## config.mk

```make
export PLATFORM = sky130hd
export DESIGN_NAME = parking_gate_arbiter
export DESIGN_NICKNAME = d
export VERILOG_FILES = /design/src/rtl/parking_gate_arbiter.sv
export SDC_FILE = /design/constraint.sdc
export NUM_CORES = 1
export LEC_CHECK = 0
export BUFFER_PORTS_ARGS = -buffer_cell sky130_fd_sc_hd__clkbuf_2
export CAP_MARGIN = 15
export CORE_MARGIN = 5
export CORE_UTILIZATION = 40
export DETAILED_ROUTE_END_ITERATION = 10
export HOLD_SLACK_MARGIN = 0.15
export PLACE_DENSITY = 0.66
export SYNTH_ARGS = -nofsm -noshare
export SYNTH_HDL_FRONTEND = slang
export SYNTH_SLANG_ARGS = --single-unit
```

## constraint.sdc

```tcl
create_clock -name clk -period 1.6 [get_ports clk]
set_clock_uncertainty 0.2 [all_clocks]
set_input_delay 0.16 -clock clk [delete_from_list [all_inputs] [get_ports clk]]
set_output_delay 0.16 -clock clk [all_outputs]
set_load 0.005 [all_outputs]
```

## src/rtl/parking_gate_arbiter.sv

```systemverilog
// Car park lane arbiter: serialises entry/exit requests onto the parking buffer and car counter,
// allocates and validates Car_Id slots, and times the barrier gate after each granted transaction.
module parking_gate_arbiter #(
  parameter int unsigned NUM_SLOTS   = 4,
  parameter int unsigned ID_W        = 2,
  parameter int unsigned GATE_CYCLES = 8
) (
  input  logic                 clk,
  input  logic                 reset,
  input  logic                 entry_req,
  input  logic                 exit_req,
  input  logic [ID_W-1:0]      exit_id,
  output logic                 entry_ack,
  output logic                 exit_ack,
  output logic                 deny,
  output logic [ID_W-1:0]      assigned_id,
  output logic                 write_enable,
  output logic                 read_enable,
  output logic [ID_W-1:0]      buf_car_id,
  output logic                 count_up,
  output logic                 count_down,
  output logic                 gate_open,
  output logic [NUM_SLOTS-1:0] occupied,
  output logic                 is_full,
  output logic                 is_empty
);

  localparam int unsigned CntW = (GATE_CYCLES > 1) ? $clog2(GATE_CYCLES) : 1;

  typedef enum logic [2:0] {StIdle, StEntryWr, StExitRd, StDeny, StGate} state_e;
  typedef enum logic {GrantEntry, GrantExit} grant_e;

  state_e              state_q, state_d;
  grant_e              last_q, last_d;
  logic [CntW-1:0]     cnt_q, cnt_d;
  logic [ID_W-1:0]     free_id;
  logic                pick_entry, pick_exit;

  logic                entry_ack_d, exit_ack_d, deny_d;
  logic                write_enable_d, read_enable_d, count_up_d, count_down_d, gate_open_d;
  logic [ID_W-1:0]     assigned_id_d, buf_car_id_d;
  logic [NUM_SLOTS-1:0] occ_d;

  // Lowest-index free slot; scanning downwards leaves the smallest index last.
  always_comb begin
    free_id = '0;
    for (int i = NUM_SLOTS - 1; i >= 0; i--) begin
      if (!occupied[i]) free_id = ID_W'(i);
    end
  end

  // Round-robin: on a tie the requester opposite to the last selection wins.
  assign pick_entry = entry_req && (!exit_req || (last_q == GrantExit));
  assign pick_exit  = exit_req && !pick_entry;

  always_comb begin
    state_d        = state_q;
    last_d         = last_q;
    cnt_d          = cnt_q;
    occ_d          = occupied;
    assigned_id_d  = assigned_id;
    buf_car_id_d   = buf_car_id;
    entry_ack_d    = 1'b0;
    exit_ack_d     = 1'b0;
    deny_d         = 1'b0;
    write_enable_d = 1'b0;
    read_enable_d  = 1'b0;
    count_up_d     = 1'b0;
    count_down_d   = 1'b0;
    gate_open_d    = 1'b0;

    unique case (state_q)
      StIdle: begin
        if (pick_entry) begin
          last_d      = GrantEntry;
          entry_ack_d = 1'b1;
          if (is_full) begin
            state_d = StDeny;
            deny_d  = 1'b1;
          end else begin
            state_d        = StEntryWr;
            write_enable_d = 1'b1;
            count_up_d     = 1'b1;
            assigned_id_d  = free_id;
            buf_car_id_d   = free_id;
          end
        end else if (pick_exit) begin
          last_d     = GrantExit;
          exit_ack_d = 1'b1;
          if (!occupied[exit_id]) begin
            state_d = StDeny;
            deny_d  = 1'b1;
          end else begin
            state_d       = StExitRd;
            read_enable_d = 1'b1;
            count_down_d  = 1'b1;
            buf_car_id_d  = exit_id;
          end
        end
      end
      StEntryWr: begin
        occ_d[buf_car_id] = 1'b1;
        state_d           = StGate;
        gate_open_d       = 1'b1;
        cnt_d             = CntW'(GATE_CYCLES - 1);
      end
      StExitRd: begin
        occ_d[buf_car_id] = 1'b0;
        state_d           = StGate;
        gate_open_d       = 1'b1;
        cnt_d             = CntW'(GATE_CYCLES - 1);
      end
      StDeny: begin
        state_d = StIdle;
      end
      StGate: begin
        if (cnt_q == '0) begin
          state_d = StIdle;
        end else begin
          cnt_d       = cnt_q - 1'b1;
          gate_open_d = 1'b1;
        end
      end
      default: begin
        state_d = StIdle;
      end
    endcase
  end

  always_ff @(posedge clk) begin
    if (!reset) begin
      state_q      <= StIdle;
      last_q       <= GrantExit;
      cnt_q        <= '0;
      occupied     <= '0;
      is_full      <= 1'b0;
      is_empty     <= 1'b1;
      assigned_id  <= '0;
      buf_car_id   <= '0;
      entry_ack    <= 1'b0;
      exit_ack     <= 1'b0;
      deny         <= 1'b0;
      write_enable <= 1'b0;
      read_enable  <= 1'b0;
      count_up     <= 1'b0;
      count_down   <= 1'b0;
      gate_open    <= 1'b0;
    end else begin
      state_q      <= state_d;
      last_q       <= last_d;
      cnt_q        <= cnt_d;
      occupied     <= occ_d;
      is_full      <= &occ_d;
      is_empty     <= ~|occ_d;
      assigned_id  <= assigned_id_d;
      buf_car_id   <= buf_car_id_d;
      entry_ack    <= entry_ack_d;
      exit_ack     <= exit_ack_d;
      deny         <= deny_d;
      write_enable <= write_enable_d;
      read_enable  <= read_enable_d;
      count_up     <= count_up_d;
      count_down   <= count_down_d;
      gate_open    <= gate_open_d;
    end
  end

endmodule

```

# Yosys cells after proc, flatten, opt, wreduce, memory -nomap -nowiden
# Cells that the tools add are included.
# totals
ff_bits,23
word_cells,89
# classes
n_addsub,1
n_lt_le_gt_ge,3
n_eq_ne,7
n_mux,33
bitwise_logic,7
n_reduce_logical,24
# ops
operator,count
2-bit 2-to-1 mux,9
1-bit 2-to-1 mux,14
3-bit 2-to-1 mux,4
3-bit case mux with 3 select lines,1
4-bit case mux with 2 select lines,1
2-bit AND reduction,4
4-bit AND reduction,2
4-bit OR reduction,2
3-bit logical NOT,2
"2-bit by 3-bit less-than comparator with 1-bit output, second input constant",2
"2-bit != test, second input constant",3
3-bit case mux with 2 select lines,1
3-bit AND reduction,2
2-bit nonzero test,3
4-bit bitwise AND,1
1-bit inverter,4
4-bit inverter,1
4-bit bitwise OR,1
"3-bit by 1-bit equality test with 1-bit output, second input constant",1
"3-bit by 2-bit equality test with 1-bit output, second input constant",1
"3-bit equality test, second input constant",1
1-bit logical AND,3
1-bit logical NOT,3
"3-bit != test, second input constant",1
other kinds (8),8

# Longest topological paths before layout
# depth
depth_word,9
depth_mapped,6
depth_no_buf,6

# Worst setup path after synthesis
# Ideal clock, no wire load.
# synth_timing
kind,reg2reg
start,reg occupied[3]
end,reg buf_car_id[1]
arrival_ns,1.371
slack_ns,-0.051
path_stages_with_launch,5
path_buffers,0
synth_period_minus_slack_ns,1.651
cell_sequence,dfxtp_1 mux4_2 a32o_1 and2_4 a211oi_2
# synth_via
elab_chain_cells,6
# synth_lines
item,line_no,source
start: declaration,23,"output logic [NUM_SLOTS-1:0] occupied,"
start signal: assignment,135,occupied <= '0;
start signal: assignment,152,occupied <= occ_d;
2-bit 2-to-1 mux (4 in series),48,if (!occupied[i]) free_id = ID_W'(i);
2-bit 2-to-1 mux,77,if (is_full) begin
2-bit 2-to-1 mux,74,if (pick_entry) begin
end signal: assignment,156,buf_car_id <= buf_car_id_d;
end: declaration,19,"output logic [ID_W-1:0] buf_car_id,"
# Several ways; a longest one is shown, not always the timed one. The select of a mux whose other input is x is not followed.
# A chain may end at the register's enable or synchronous reset.

# Final worst setup path
# layout_timing
start,reg occupied[3]
end,reg buf_car_id[0]
# Same word-level chain as after synthesis.

==> impl_metrics.py <==
metrics = {
    "floorplanning": {
        "dieArea_um2": 3720,
        "core_area_um2": 2480,
        "die_h_um": 61.0,
        "initial_core_util_pct": 42.0,
        "std_cell_rows": 18,
        "fp.dieW_um": 61.0,
        "ios": 24,
    },
    "routing": {
        "firstDrtPassIters": 5,
        "drtAntennaViolNets": 0,
        "wire_per_inst_um": 13.0,
        "wl_met3_um": 158,
        "vias": 947,
        "drc": 0,
        "wl_met2_um": 1110,
        "routed.top_layer": "met4",
        "drtIter0Drc": 22,
        "postRouteWirelength_um": 2330,
        "viasPerCell": 5.26,
        "drt-met1-wl_um": 1020,
    },
    "placed_design": {
        "placed_area_um2": 1240,
        "globalplace.congestion": 0.821,
        "dp_slack_ns": -0.125,
        "dp_hpwl_um": 1690,
        "numPortBuffers": 23,
        "dp.cells": 170,
    },
    "layout": {
        "fillers": 225,
        "multi_input_area_um2": 561,
        "fin_area_um2": 1370,
        "syn_to_final_growth_pct": 31.1,
        "drive_gt1_share_pct": 38.7,
        "antenna_cells": 0,
        "seq_area_um2": 477,
        "nNetsFinal": 159,
        "fin_cells": 180,
        "final_core_utilization_pct": 55.1,
    },
    "run": {
        "drv_cap": 0,
    },
    "global_routing": {
        "grt_max_degree": 14,
        "grt_overflow": 0,
        "grt_pass1_wl_um": 3680,
        "antenna_found_initial": 0,
        "grt_pass1_vias": 863,
        "grt_use_total_pct": 13.6,
    },
    "yosys": {
        "synth_compound_area_share_pct": 17.7,
        "ys_ff_latch": 23,
        "syn_inst": 114,
        "synth.cell_area_um2": 1040,
        "synth.largest_area_cell": "dfxtp_1",
        "synth_fa_ha_area_share_pct": 2.40,
        "yosysTopAreaCellShare_pct": 44.2,
        "synthMuxAreaShare_pct": 6.01,
        "synthesis.nets": 122,
        "synthSimpleGateAreaFrac_pct": 23.1,
        "synth_top_family_by_area": "simple AND/OR/NAND/NOR gates",
        "synth_seq_area_share_pct": 44.2,
        "synth_area_per_cell_um2": 9.13,
        "ys_warn_count": 0,
        "synth_xor_area_share_pct": 1.68,
        "synth_area_leaders": "dfxtp_1 (44%), a21oi_1 (5.3%), nand2b_1 (4.8%)",
        "synth_cell_type_count": 36,
    },
    "timing": {
        "timing.hold.ws_ns": 0.220,
        "finalHoldViolations": 0,
        "post-route-period-util_pct": 104,
        "rsz0062_at_grt": "yes",
        "fmax_mhz": 603,
        "slew_headroom_pct": 81.8,
        "min_period_ns": 1.66,
        "report.final.slew_viol_count": 0,
        "worst_slew_pin_slew_ns": 0.271,
        "setup_viol": 2,
        "fin_ws_ns": -0.0589,
    },
    "clock_tree": {
        "cts_tree": "yes",
        "cts-root-buf": "clkbuf_4",
        "cts_htree_levels": 1,
        "clock_latency_ns": 0.32,
        "cts_buffers": 3,
        "clock_sinks": 23,
        "clockBufferDepth": 2,
        "clk_pin_slew_ns": 0.13,
    },
    "power": {
        "powerDensity_nw_per_um2": 1050,
        "max-vdd-ir-drop_v": 0.000515,
        "leakage_nw": 0.610,
    },
    "outcome": {
        "status": "finished, violations left",
        "violations": "negative setup slack",
    },
    "critical_path": {
        "startpoint_type": "register",
        "critPathArrivalTime_ns": 1.70,
        "crit_type": "register to register",
        "end_kind": "register",
        "worst_ep_required_time_ns": 1.65,
        "cp_max_fo": 3,
    },
    "worst_hold_path": {
        "hp-class": "primary input to register",
    },
}
## kinds of logic after synthesis
logic type                 after synthesis
muxes                                    5
buffers and inverters                   11
xor gates and xnor gates                 2
AOI/OAI and AO/OA                       28
adders and majority gates                2
DFF                                     23
and+or+nand+nor                         43
## through the flow
step / setup TNS (ns) / power, mW
after floorplan: -0.0588 / 0.980
after global placement: -0.115 / 1.11
after detailed placement: -0.204 / 1.12
after CTS: -0.121 / 1.42
after global routing: -0.281 / 1.53
final: -0.111 / 1.43
## synth_stat cells
cell type  count
a211oi_2       2
a21boi_0       2
a21oi_1       11
a221oi_1       1
a31oi_1        1
a32o_1         1
and2_4         1
and3_1         2
and4_1         1
buf_2          2
buf_4          2
clkbuf_1       3
dfxtp_1       23
ha_1           2
inv_1          4
mux2i_1        4
mux4_2         1
nand2_1        8
nand2b_1       8
nand3_1        1
nand4_1        2
nand4b_1       1
nor2_1        11
nor3_1         2
nor3_2         1
nor3b_2        1
nor4_1         1
nor4b_1        2
o211a_1        1
o21a_1         1
o21ai_0        1
o21ai_1        5
o31ai_1        1
o41ai_1        1
or2_1          1
xnor2_1        2
## repair_timing
action / in CTS / in global routing
buffers inserted: 0 / 1
resized for setup: 4 / 10
endpoints found under the setup margin: 4 / 6
hold buffers: 5 / 0
pin swaps: 0 / 0
hold endpoints to repair: 19 / 0
## final timing paths
path / cells past startpoint / start / slack, ns / end
setup / recovery: 4 / occupied[3] / -0.06 / buf_car_id[0]
hold / removal: 5 / exit_id[1] / 0.22 / deny
setup reg to reg: 4 / occupied[3] / -0.06 / buf_car_id[0]
hold reg to reg: 1 / is_full / 0.30 / count_up
## critical path, stage by stage (launching register included)
cell and delay (ns):
dfxtp_2 0.34, mux4_2 0.48, a32o_2 0.25, and2_4 0.17
a211oi_2 0.16
## state kept, by name (all words and copies together), names as in the netlist
name,cells
is_full,1
cnt_q,3
is_empty,1
exit_ack,1
count_up,1
deny,1
gate_open,1
buf_car_id,2
occupied,4
last_q,1
assigned_id,2
count_down,1
entry_ack,1
state_q,3
## cells in the final DEF, fill, tap and decap left out, types with 2 or more instances in the layout
cell / instances
a211oi_2: 2
a21boi_0: 2
a21oi_1: 11
buf_4: 11
clkbuf_2: 23
clkbuf_4: 3
dfxtp_1: 16
dfxtp_2: 4
dfxtp_4: 3
dlygate4sd3_1: 5
ha_1: 2
inv_1: 3
mux2i_1: 4
nand2_1: 8
nand2b_1: 8
nand4_1: 2
nor2_1: 11
nor3_1: 2
nor4b_2: 2
o21ai_1: 5
xnor2_1: 2
## cell type report
type	instances	share of cell area (%)
inverter	4	1.10
multi-input combinational	80	41.1
sequential	23	34.9
clock inverter	1	0.367
tap	30	2.75
clock buffer	3	1.65
timing repair buffer	39	18.1
## power by group
| group | switching [mW] | internal [mW] | total, mW |
|---|---|---|---|
| clock | 0.182 | 0.0935 | 0.276 |
| combinational | 0.209 | 0.222 | 0.431 |
| sequential | 0.0700 | 0.651 | 0.721 |
## layer usage
metal | up-vias | global-route usage [%]
met4 | 0 | 7.43
li1 | 474 | -
met5 | - | 0
met3 | 5 | 2.52
met1 | 437 | 16.0
met2 | 31 | 23.4
Power figures use the tool's default switching activity.
